===== config.mk =====
export PLATFORM = sky130hd
export DESIGN_NAME = fetch_queue_unit_flat
export DESIGN_NICKNAME = d
export VERILOG_FILES = /design/src/rtl/fetch_pkg.sv /design/src/rtl/fetch_queue_unit_if.sv /design/src/rtl/fetch_queue_unit_instr_queue.sv /design/src/rtl/fetch_queue_unit.sv /design/src/flat_wrapper.sv
export SDC_FILE = /design/constraint.sdc
export NUM_CORES = 1
export LEC_CHECK = 0
export ABC_AREA = 0
export BUFFER_PORTS_ARGS = -buffer_cell sky130_fd_sc_hd__buf_2
export CAP_MARGIN = 25
export CORE_UTILIZATION = 50
export CTS_CLUSTER_DIAMETER = 50
export DETAILED_ROUTE_END_ITERATION = 8
export HOLD_SLACK_MARGIN = 0.08
export PLACE_DENSITY = 0.71
export SLEW_MARGIN = 5
export SYNTH_ARGS = -nofsm -noshare
export SYNTH_HDL_FRONTEND = slang
export SYNTH_SLANG_ARGS = --single-unit
export TNS_END_PERCENT = 10

===== constraint.sdc =====
create_clock -name clk -period 3.5 [get_ports clk]
set_input_delay 0.525 -clock clk [delete_from_list [all_inputs] [get_ports clk]]
set_output_delay 0.525 -clock clk [all_outputs]
set_load 0.03 [all_outputs]

===== src/rtl/fetch_pkg.sv =====
// Shared types and helpers for the instruction fetch front end.
package fetch_pkg;
   localparam int XLEN        = 16;
   localparam int ADDR_W      = 16;
   localparam int MAX_FETCH_W = 4;
   localparam logic [XLEN-1:0] NOP_INSTR = '0;

   typedef struct packed {
      logic [XLEN-1:0]   instr;
      logic [ADDR_W-1:0] pc;
   } fetch_entry_t;

   // Bit i set when more than i entries are available.
   function automatic logic [MAX_FETCH_W-1:0] thermo(input int unsigned cnt);
      logic [MAX_FETCH_W-1:0] m;
      for (int i = 0; i < MAX_FETCH_W; i++) m[i] = (cnt > unsigned'(i));
      return m;
   endfunction
endpackage


===== src/rtl/fetch_queue_unit_if.sv =====
// Fetch front-end bus: redirect, imem request/response, decode handshake.
// Perf counter signals exist only when FETCH_PERF_EN is defined.
interface fetch_queue_unit_if #(
   parameter int XLEN    = fetch_pkg::XLEN,
   parameter int ADDR_W  = fetch_pkg::ADDR_W,
   parameter int FETCH_W = 2,
   parameter int QDEPTH  = 8
);
   logic                        redirect_valid;
   logic [ADDR_W-1:0]           redirect_pc;
   logic                        imem_req_valid;
   logic [ADDR_W-1:0]           imem_req_addr;
   logic [FETCH_W*XLEN-1:0]     imem_rsp_data;
   logic [FETCH_W-1:0]          dec_valid;
   logic [FETCH_W*XLEN-1:0]     dec_instr;
   logic [FETCH_W*ADDR_W-1:0]   dec_pc;
   logic                        dec_ready;
   logic [$clog2(QDEPTH):0]     q_count;
`ifdef FETCH_PERF_EN
   logic [31:0]                 perf_fetch_cnt;
   logic [31:0]                 perf_stall_cnt;
   logic [15:0]                 perf_flush_cnt;
`endif

   modport slave (
      input  redirect_valid, redirect_pc, imem_rsp_data, dec_ready,
      output imem_req_valid, imem_req_addr, dec_valid, dec_instr, dec_pc, q_count
`ifdef FETCH_PERF_EN
      , output perf_fetch_cnt, perf_stall_cnt, perf_flush_cnt
`endif
   );

   modport master (
      output redirect_valid, redirect_pc, imem_rsp_data, dec_ready,
      input  imem_req_valid, imem_req_addr, dec_valid, dec_instr, dec_pc, q_count
`ifdef FETCH_PERF_EN
      , input perf_fetch_cnt, perf_stall_cnt, perf_flush_cnt
`endif
   );
endinterface


===== src/rtl/fetch_queue_unit_instr_queue.sv =====
// Circular instruction queue: FETCH_W-wide enqueue, 0..FETCH_W dequeue, flush.
module instr_queue #(
   parameter int XLEN    = 16,
   parameter int ADDR_W  = 16,
   parameter int FETCH_W = 2,
   parameter int QDEPTH  = 8,
   localparam int PW = $clog2(QDEPTH),
   localparam int CW = PW + 1,
   localparam int NW = $clog2(FETCH_W + 1)
) (
   input  logic                             clk,
   input  logic                             reset,
   input  logic                             flush_i,
   input  logic                             enq_i,
   input  logic [FETCH_W-1:0][XLEN-1:0]     enq_instr_i,
   input  logic [FETCH_W-1:0][ADDR_W-1:0]   enq_pc_i,
   input  logic [NW-1:0]                    deq_n_i,
   output logic [CW-1:0]                    count_o,
   output logic [FETCH_W-1:0][XLEN-1:0]     head_instr_o,
   output logic [FETCH_W-1:0][ADDR_W-1:0]   head_pc_o
);
   import fetch_pkg::*;

   logic [PW-1:0] head_q, head_d, tail_q, tail_d;
   logic [CW-1:0] count_q, count_d;
   logic [QDEPTH-1:0][XLEN-1:0]   instr_mem_q;
   logic [QDEPTH-1:0][ADDR_W-1:0] pc_mem_q;

   always_comb begin
      head_d  = head_q + PW'(deq_n_i);
      tail_d  = enq_i ? tail_q + PW'(FETCH_W) : tail_q;
      count_d = count_q + (enq_i ? CW'(FETCH_W) : '0) - CW'(deq_n_i);
      if (flush_i) begin
         head_d  = '0;
         tail_d  = '0;
         count_d = '0;
      end
   end

   always_ff @(posedge clk or posedge reset) begin
      if (reset) begin
         head_q  <= '0;
         tail_q  <= '0;
         count_q <= '0;
      end else begin
         head_q  <= head_d;
         tail_q  <= tail_d;
         count_q <= count_d;
      end
   end

   // Payload needs no reset: lanes beyond count are masked by the consumer.
   always_ff @(posedge clk) begin
      if (enq_i && !flush_i) begin
         for (int i = 0; i < FETCH_W; i++) begin
            instr_mem_q[tail_q + PW'(i)] <= enq_instr_i[i];
            pc_mem_q[tail_q + PW'(i)]    <= enq_pc_i[i];
         end
      end
   end

   always_comb begin
      for (int i = 0; i < FETCH_W; i++) begin
         head_instr_o[i] = instr_mem_q[head_q + PW'(i)];
         head_pc_o[i]    = pc_mem_q[head_q + PW'(i)];
      end
   end

   assign count_o = count_q;
endmodule


===== src/rtl/fetch_queue_unit.sv =====
// Multi-issue fetch front end: PC/issue/inflight/kill control around instr_queue.
// Optional perf counters enabled with FETCH_PERF_EN.
module fetch_queue_unit #(
   parameter int XLEN    = fetch_pkg::XLEN,
   parameter int ADDR_W  = fetch_pkg::ADDR_W,
   parameter int FETCH_W = 2,
   parameter int QDEPTH  = 8
) (
   input  logic               clk,
   input  logic               reset,
   fetch_queue_unit_if.slave  bus
);
   import fetch_pkg::*;

   localparam int CW = $clog2(QDEPTH) + 1;
   localparam int NW = $clog2(FETCH_W + 1);

   logic [ADDR_W-1:0] fetch_pc_q, fetch_pc_d, req_addr_q;
   logic              inflight_q, kill_q;
   logic [CW-1:0]     count;
   logic [FETCH_W-1:0] vld;
   logic [FETCH_W-1:0][XLEN-1:0]   head_instr;
   logic [FETCH_W-1:0][ADDR_W-1:0] head_pc, enq_pc;
   logic [NW-1:0]     deq_n;
   logic              issue, enq;
   int                room;

   // Room counts the in-flight response as already occupying FETCH_W slots.
   always_comb begin
      room  = QDEPTH - int'(count) - (inflight_q ? FETCH_W : 0);
      issue = !reset && !bus.redirect_valid && (room >= FETCH_W);
   end

   assign vld = FETCH_W'(thermo(32'(count)));
   assign enq = inflight_q && !kill_q && !bus.redirect_valid;

   always_comb begin
      deq_n = '0;
      if (bus.dec_ready && vld[0] && !bus.redirect_valid)
         deq_n = (int'(count) >= FETCH_W) ? NW'(FETCH_W) : NW'(count);
   end

   always_comb begin
      fetch_pc_d = fetch_pc_q;
      if (bus.redirect_valid) fetch_pc_d = bus.redirect_pc;
      else if (issue)         fetch_pc_d = fetch_pc_q + ADDR_W'(FETCH_W);
   end

   always_ff @(posedge clk or posedge reset) begin
      if (reset) begin
         fetch_pc_q <= '0;
         req_addr_q <= '0;
         inflight_q <= 1'b0;
         kill_q     <= 1'b0;
      end else begin
         fetch_pc_q <= fetch_pc_d;
         if (issue) req_addr_q <= fetch_pc_q;
         inflight_q <= issue;
         kill_q     <= bus.redirect_valid;
      end
   end

   always_comb begin
      for (int i = 0; i < FETCH_W; i++) enq_pc[i] = req_addr_q + ADDR_W'(i);
   end

   instr_queue #(
      .XLEN(XLEN), .ADDR_W(ADDR_W), .FETCH_W(FETCH_W), .QDEPTH(QDEPTH)
   ) u_queue (
      .clk          (clk),
      .reset        (reset),
      .flush_i      (bus.redirect_valid),
      .enq_i        (enq),
      .enq_instr_i  (bus.imem_rsp_data),
      .enq_pc_i     (enq_pc),
      .deq_n_i      (deq_n),
      .count_o      (count),
      .head_instr_o (head_instr),
      .head_pc_o    (head_pc)
   );

   assign bus.imem_req_valid = issue;
   assign bus.imem_req_addr  = fetch_pc_q;
   assign bus.dec_valid      = vld;
   assign bus.q_count        = count;

   always_comb begin
      bus.dec_instr = {FETCH_W{NOP_INSTR}};
      bus.dec_pc    = '0;
      for (int i = 0; i < FETCH_W; i++) begin
         if (vld[i]) begin
            bus.dec_instr[i*XLEN +: XLEN]   = head_instr[i];
            bus.dec_pc[i*ADDR_W +: ADDR_W]  = head_pc[i];
         end
      end
   end

`ifdef FETCH_PERF_EN
   logic [31:0] perf_fetch_q, perf_stall_q;
   logic [15:0] perf_flush_q;

   always_ff @(posedge clk or posedge reset) begin
      if (reset) begin
         perf_fetch_q <= '0;
         perf_stall_q <= '0;
         perf_flush_q <= '0;
      end else begin
         if (issue && perf_fetch_q != '1) perf_fetch_q <= perf_fetch_q + 32'd1;
         if (vld[0] && !bus.dec_ready && perf_stall_q != '1) perf_stall_q <= perf_stall_q + 32'd1;
         if (bus.redirect_valid && perf_flush_q != '1) perf_flush_q <= perf_flush_q + 16'd1;
      end
   end

   assign bus.perf_fetch_cnt = perf_fetch_q;
   assign bus.perf_stall_cnt = perf_stall_q;
   assign bus.perf_flush_cnt = perf_flush_q;
`endif
endmodule


===== src/flat_wrapper.sv =====
// flat-port wrapper written by rule: the top's interface ports become plain ports
module fetch_queue_unit_flat import fetch_pkg::*;
#(
   parameter int XLEN    = fetch_pkg::XLEN,
   parameter int ADDR_W  = fetch_pkg::ADDR_W,
   parameter int FETCH_W = 2,
   parameter int QDEPTH  = 8
)
  (clk, reset, bus_redirect_valid, bus_redirect_pc, bus_imem_rsp_data, bus_dec_ready, bus_imem_req_valid, bus_imem_req_addr, bus_dec_valid, bus_dec_instr, bus_dec_pc, bus_q_count);
  fetch_queue_unit_if #(.XLEN(XLEN), .ADDR_W(ADDR_W), .FETCH_W(FETCH_W), .QDEPTH(QDEPTH)) bus_i ();
  input  logic clk;
  input  logic reset;
  input wire logic [$bits(bus_i.redirect_valid)-1:0] bus_redirect_valid;
  input wire logic [$bits(bus_i.redirect_pc)-1:0] bus_redirect_pc;
  input wire logic [$bits(bus_i.imem_rsp_data)-1:0] bus_imem_rsp_data;
  input wire logic [$bits(bus_i.dec_ready)-1:0] bus_dec_ready;
  output wire logic [$bits(bus_i.imem_req_valid)-1:0] bus_imem_req_valid;
  output wire logic [$bits(bus_i.imem_req_addr)-1:0] bus_imem_req_addr;
  output wire logic [$bits(bus_i.dec_valid)-1:0] bus_dec_valid;
  output wire logic [$bits(bus_i.dec_instr)-1:0] bus_dec_instr;
  output wire logic [$bits(bus_i.dec_pc)-1:0] bus_dec_pc;
  output wire logic [$bits(bus_i.q_count)-1:0] bus_q_count;
  assign bus_i.redirect_valid = bus_redirect_valid;
  assign bus_i.redirect_pc = bus_redirect_pc;
  assign bus_i.imem_rsp_data = bus_imem_rsp_data;
  assign bus_i.dec_ready = bus_dec_ready;
  assign bus_imem_req_valid = bus_i.imem_req_valid;
  assign bus_imem_req_addr = bus_i.imem_req_addr;
  assign bus_dec_valid = bus_i.dec_valid;
  assign bus_dec_instr = bus_i.dec_instr;
  assign bus_dec_pc = bus_i.dec_pc;
  assign bus_q_count = bus_i.q_count;
  fetch_queue_unit #(.XLEN(XLEN), .ADDR_W(ADDR_W), .FETCH_W(FETCH_W), .QDEPTH(QDEPTH)) u_core (.clk(clk), .reset(reset), .bus(bus_i));
endmodule

# == Word-level counts from Yosys, hierarchy flattened ==
# Index checks and enable logic that the tools add are counted.
# classes
muxes,30
n_reduce_logical,14
magnitude_cmp,10
add_sub_neg,10
# op_table
operator,count
128-bit bitwise mux,4
16-bit binary-select mux with 3-bit select,4
16-bit two-way mux,12
16-bit demux with 3-bit select,2
32-bit by 3-bit >= comparator with 1-bit output (second input constant),1
32-bit subtractor,1
16-bit by 1-bit adder with 16-bit output (second input constant),1
16-bit by 2-bit adder with 16-bit output (second input constant),1
3-bit by 4-bit less-than comparator with 1-bit output (second input constant),4
1-bit logical AND,9
3-bit two-way mux,3
4-bit by 1-bit > comparator with 1-bit output (second input constant),2
2-bit two-way mux,4
3-bit by 1-bit adder with 3-bit output (second input constant),2
3-bit by 1-bit >= comparator with 1-bit output (second input constant),2
4-bit by 4-bit subtractor with 5-bit output (first input constant),1
4-bit by 2-bit adder with 4-bit output,1
4-bit by 2-bit >= comparator with 1-bit output (second input constant),1
4-bit two-way mux,1
2-bit nonzero test,2
4-bit by 2-bit subtractor with 4-bit output,1
3-bit by 2-bit adder with 3-bit output,1
3-bit by 2-bit adder with 3-bit output (second input constant),1
1-bit logical NOT,3
# word_totals
elab_cells,87
in_bits,52
regBits,300

# == Depth between registers and ports, before layout ==
# depth
depth_word,7
ltp_mapped,13

# == Hierarchy ==
# Synthesis repeated with hierarchy kept, for this count alone.
# hier_totals
cells_unflattened,1331
area_unflattened_um2,16891.2
# modules_own_cells
mod,area_per_inst_um2,cells_each,seq_area_each_um2,instances
instr_queue,14300.0,1041,7912.6,1
fetch_queue_unit,2591.2,290,850.8,1

# == Least setup slack after synthesis ==
# No wires, ideal clock.
# synth_timing
path_kind,reg-to-output
from,"reg u_core.u_queue.count_q[1], in the netlist u_core.u_queue.count_o[1]"
to,out bus_imem_req_valid
arrival_time_ns,3.037
path_buffers,1
path_stages_with_launch,13
slack_ns,-0.062
t_required_ns,2.975
path_cell_list,dfrtp_1 -> inv_1 -> ha_1 -> inv_1 -> ha_1 -> ha_1 -> nand3_1 -> ha_1 -> or4b_4 -> nor4b_4 -> and2_4 -> nor3_4 -> buf_6
# synth_via
elab_chain_cells,4
# synth_lines
element,line,text
start: declaration,fetch_queue_unit_instr_queue.sv:25,"logic [CW-1:0] count_q, count_d;"
start signal: assignment,fetch_queue_unit_instr_queue.sv:48,count_q <= count_d;
4-bit by 4-bit subtractor with 5-bit output,fetch_queue_unit.sv:30,room = QDEPTH - int'(count) - (inflight_q ? FETCH_W : 0);
32-bit subtractor,fetch_queue_unit.sv:30,
32-bit by 3-bit >= comparator with 1-bit output,fetch_queue_unit.sv:31,issue = !reset && !bus.redirect_valid && (room >= FETCH_W);
1-bit logical AND,fetch_queue_unit.sv:31,
end: declaration,flat_wrapper.sv:17,output wire logic [$bits(bus_i.imem_req_valid)-1:0] bus_imem_req_valid;
# No other way between the ends.

# == Worst setup path in the final report ==
# Same ends and word-level chain as after synthesis.

==> impl_results.md <==
* Root Driver: clkbuf_16
* Layout Nets at 1,371
* FMAX at 274 MHz
* Syn nets at 1,236
* CTS Buffer Depth at 3
* CTS Buf Count at 34
* Worst Tran Pin Value at 0.921 ns
* Largest net degree at the start of global routing at 113
* LEAKAGE at 6.80 nW
* Final period util at 104%
* Sequential cell area fraction in the yosys report at 54.0%
* Setup violators final at 1
* Die width at 182 um
* Clock skew at 0.0200 ns
* Starting Density at 51.2%
* Die span in y at 182 um
* Syn_area_per_cell at 14.1 um^2
* Unique masters post-synth at 47
* Reg clk slew, reported paths at 0.06 ns
* Critical Path RT at 2.97 ns
* Clk_lat worst skew at 0.52 ns
* CP Class: flip-flop to primary output
* Main flop type after synthesis: edfxtp_1
* First-iteration detailed-routing DRC count at 697
* WP data arrival at 3.13 ns
* Clk sinks at 299
* Netlist Area Pre-Place at 16,200 um^2
* Initial antenna violation count at 2
* CP Capture Type: primary output
* Critical path peak fanout at 6
* CTS tree: done
* Ports at 139
* Ys Warns at 0
* Synth Instances at 1,155
* Pwr dens at 608 nW/um^2
* Startpoint types: flip-flop
* Final ANT Viol Nets at 0
* Violated checks: setup timing
* DP Wirelength at 23.4 mm
* Ys async rst share at 14.4%
* Yosys reg bits at 299
* DRC at 0
* Max cap viols at 0
* Vias at 10,200
* Crit path time final at 3.66 ns
* Hold WC Path Type: input pin to async pin
* Grt ovf at 0
* # fillers at 2,473
* Final worst slack at -0.156 ns
* Outcome: complete, but fails checks
* Post-synth EDFFs at 256
* Max rail drop VDD at 0.641 mV
* Area growth syn-to-layout at 15.7%
* Fin. max-slew vios at 0
* Die area at 33,200 um^2
* Slew margin rel. at 38.6%
* WL final at 39.3 mm
* # port buffers at 138
* Tot GR Track Use at 24.3%
* Vias/cell at 5.92
* Place WS at 0.0617 ns
* Hold Vio Cnt, Final at 0
* First-pass DRT Iterations at 5
* FP Rows at 65
* Unrepaired setup endpoints after global routing: true
* H-tree depth at 2
* First-pass GRT wire length at 61.3 mm
* Setup TNS at -0.156 ns
* Placer Congestion at 0.832
* Routed len/inst at 22.9 um
* Core area at 31,700 um^2
* Layout cells sized above 1 at 32.4%
* Vias in the first global route at 10,800
-- synth_stat cells (2+ instances only) --
cell       instances  area share (%)
xor2_1            11            0.59
nor3_1             2           0.062
and2_1           205             7.9
a21oi_1           38             1.2
mux4_2           128              18
a21bo_2            2            0.12
buf_1              8            0.19
inv_1             19            0.44
nand4_1            8            0.31
mux2_2            12            0.83
mux2i_1           32             2.0
xnor2_1           21             1.1
fa_1               3            0.37
edfxtp_1         256              47
nor2b_1           65             2.5
and3_1             2           0.077
a2111oi_2          4            0.37
or4_1              2           0.092
o21ai_0           11            0.34
nor2_1            46             1.1
buf_2             20            0.62
nand3_1           16            0.49
ha_1              26             2.0
and4_1             3            0.16
clkbuf_1          54             1.2
nand2b_1           2           0.077
dfrtp_1           43             6.6
mux2_4             9            0.83
nand2_1           89             2.1
-- worst paths after layout --
path	startpoint	end	slack (ns)	cells after the start
setup / recovery	u_core.u_queue.count_o[1]	bus_imem_req_valid	-0.16	12
hold / removal	reset	u_core.bus.imem_req_addr[12]	0.18	3
setup reg to reg	u_core.u_queue.count_o[1]	u_core.bus.imem_req_addr[2]	0.07	15
hold reg to reg	u_core.bus.imem_req_addr[0]	u_core.req_addr_q[0]	0.57	1
max in group asynchronous	reset	u_core.u_queue.head_q[0]	2.90	3
min in group clk	bus_redirect_pc[15]	u_core.bus.imem_req_addr[15]	0.23	3
-- report_power, final --
part           internal, mW  switching (mW)  leakage, nW
combinational          1.34            2.19         3.24
sequential             4.12           0.359         3.04
clock                  1.97            1.44        0.516
-- cell usage in the layout, fill, tap and decap left out, types with 5 or more instances in the layout --
master,Yosys,layout
nor2b_1,65,65
buf_12,0,5
nand4_1,8,8
xnor2_1,21,19
mux2i_1,32,31
xor2_1,11,10
o21ai_0,11,11
buf_2,20,137
clkbuf_16,0,36
edfxtp_1,256,256
clkbuf_1,54,7
mux2_2,12,12
ha_4,0,5
clkinv_1,0,8
nand3_1,16,15
nand2_1,89,87
mux2_4,9,9
buf_4,1,37
inv_1,19,14
mux4_2,128,128
dfrtp_1,43,37
a21oi_1,38,38
and2_2,0,5
nor2_1,46,45
ha_1,26,17
and2_1,205,200
-- cell families after synthesis --
logic type,after synthesis,share of synthesized area (%)
flip-flops,299,54.0
multiplexers,181,21.4
XOR/XNOR,33,1.87
buffers and inverters,103,2.61
AO/OA/AOI/OAI,62,2.37
AND/OR/NAND/NOR,448,15.4
adder cells (fa/ha/maj),29,2.37
-- cell type report --
cell class	instances	area [um^2]	area share (%)
diodes	1	2.50	0.0133
clock buffers	43	927	4.94
clock inverters	18	149	0.793
inverters	19	71.3	0.380
multi-input cells	753	7220	38.5
flip-flops and latches	299	8780	46.7
well taps	402	503	2.68
repair buffers	183	1120	5.99
-- worst max-delay path: stages (launching register included) --
cell	delay, ns
dfrtp_2	0.42
inv_2	0.09
ha_4	0.17
nand2_1	0.12
nand2_2	0.12
ha_4	0.16
nand3_4	0.08
ha_4	0.22
or4b_4	0.54
nor4b_4	0.31
and2_4	0.21
nor3_4	0.05
buf_6	0.15
-- metal layers --
metal / global-route usage [%] / part of all wire, %
met5: 0 / 0
met2: 40.2 / 48
met3: 3.31 / 6.7
met1: 33.0 / 43
met4: 8.81 / 2.7
-- state kept, by name, summed over array words and instances (netlist names) --
register and count:
u_core.req_addr_q 16, u_core.u_queue.pc_mem_q 128, u_core.u_queue.instr_mem_q 128, u_core.u_queue.count_o 4, u_core.bus.imem_req_addr 16, u_core.u_queue.head_q 3, u_core.kill_q 1, u_core.inflight_q 1
u_core.u_queue.tail_q 2
-- per-stage QoR --
stage	power (mW)	std cells	utilization (%)	hold WS [ns]	area, um^2
2_1_floorplan	6.79	1155	-	0.556	16200
3_3_place_gp	7.82	1642	55.0	0.568	17400
3_5_place_dp	7.90	1642	55.0	0.565	17400
4_1_cts	11.4	1713	58.9	0.170	18700
5_1_grt	11.9	1718	59.2	0.215	18800
6_report	11.4	1718	59.2	0.178	18800
-- repair_timing --
action                     4_1_cts  5_1_grt
hold buffers                     0        0
pin swaps                        9        5
buffers inserted                10        4
cloned                           0        0
setup endpoints to repair        2       11
gates resized for setup         20       10
No activity file was read; power rests on OpenSTA's default activity.
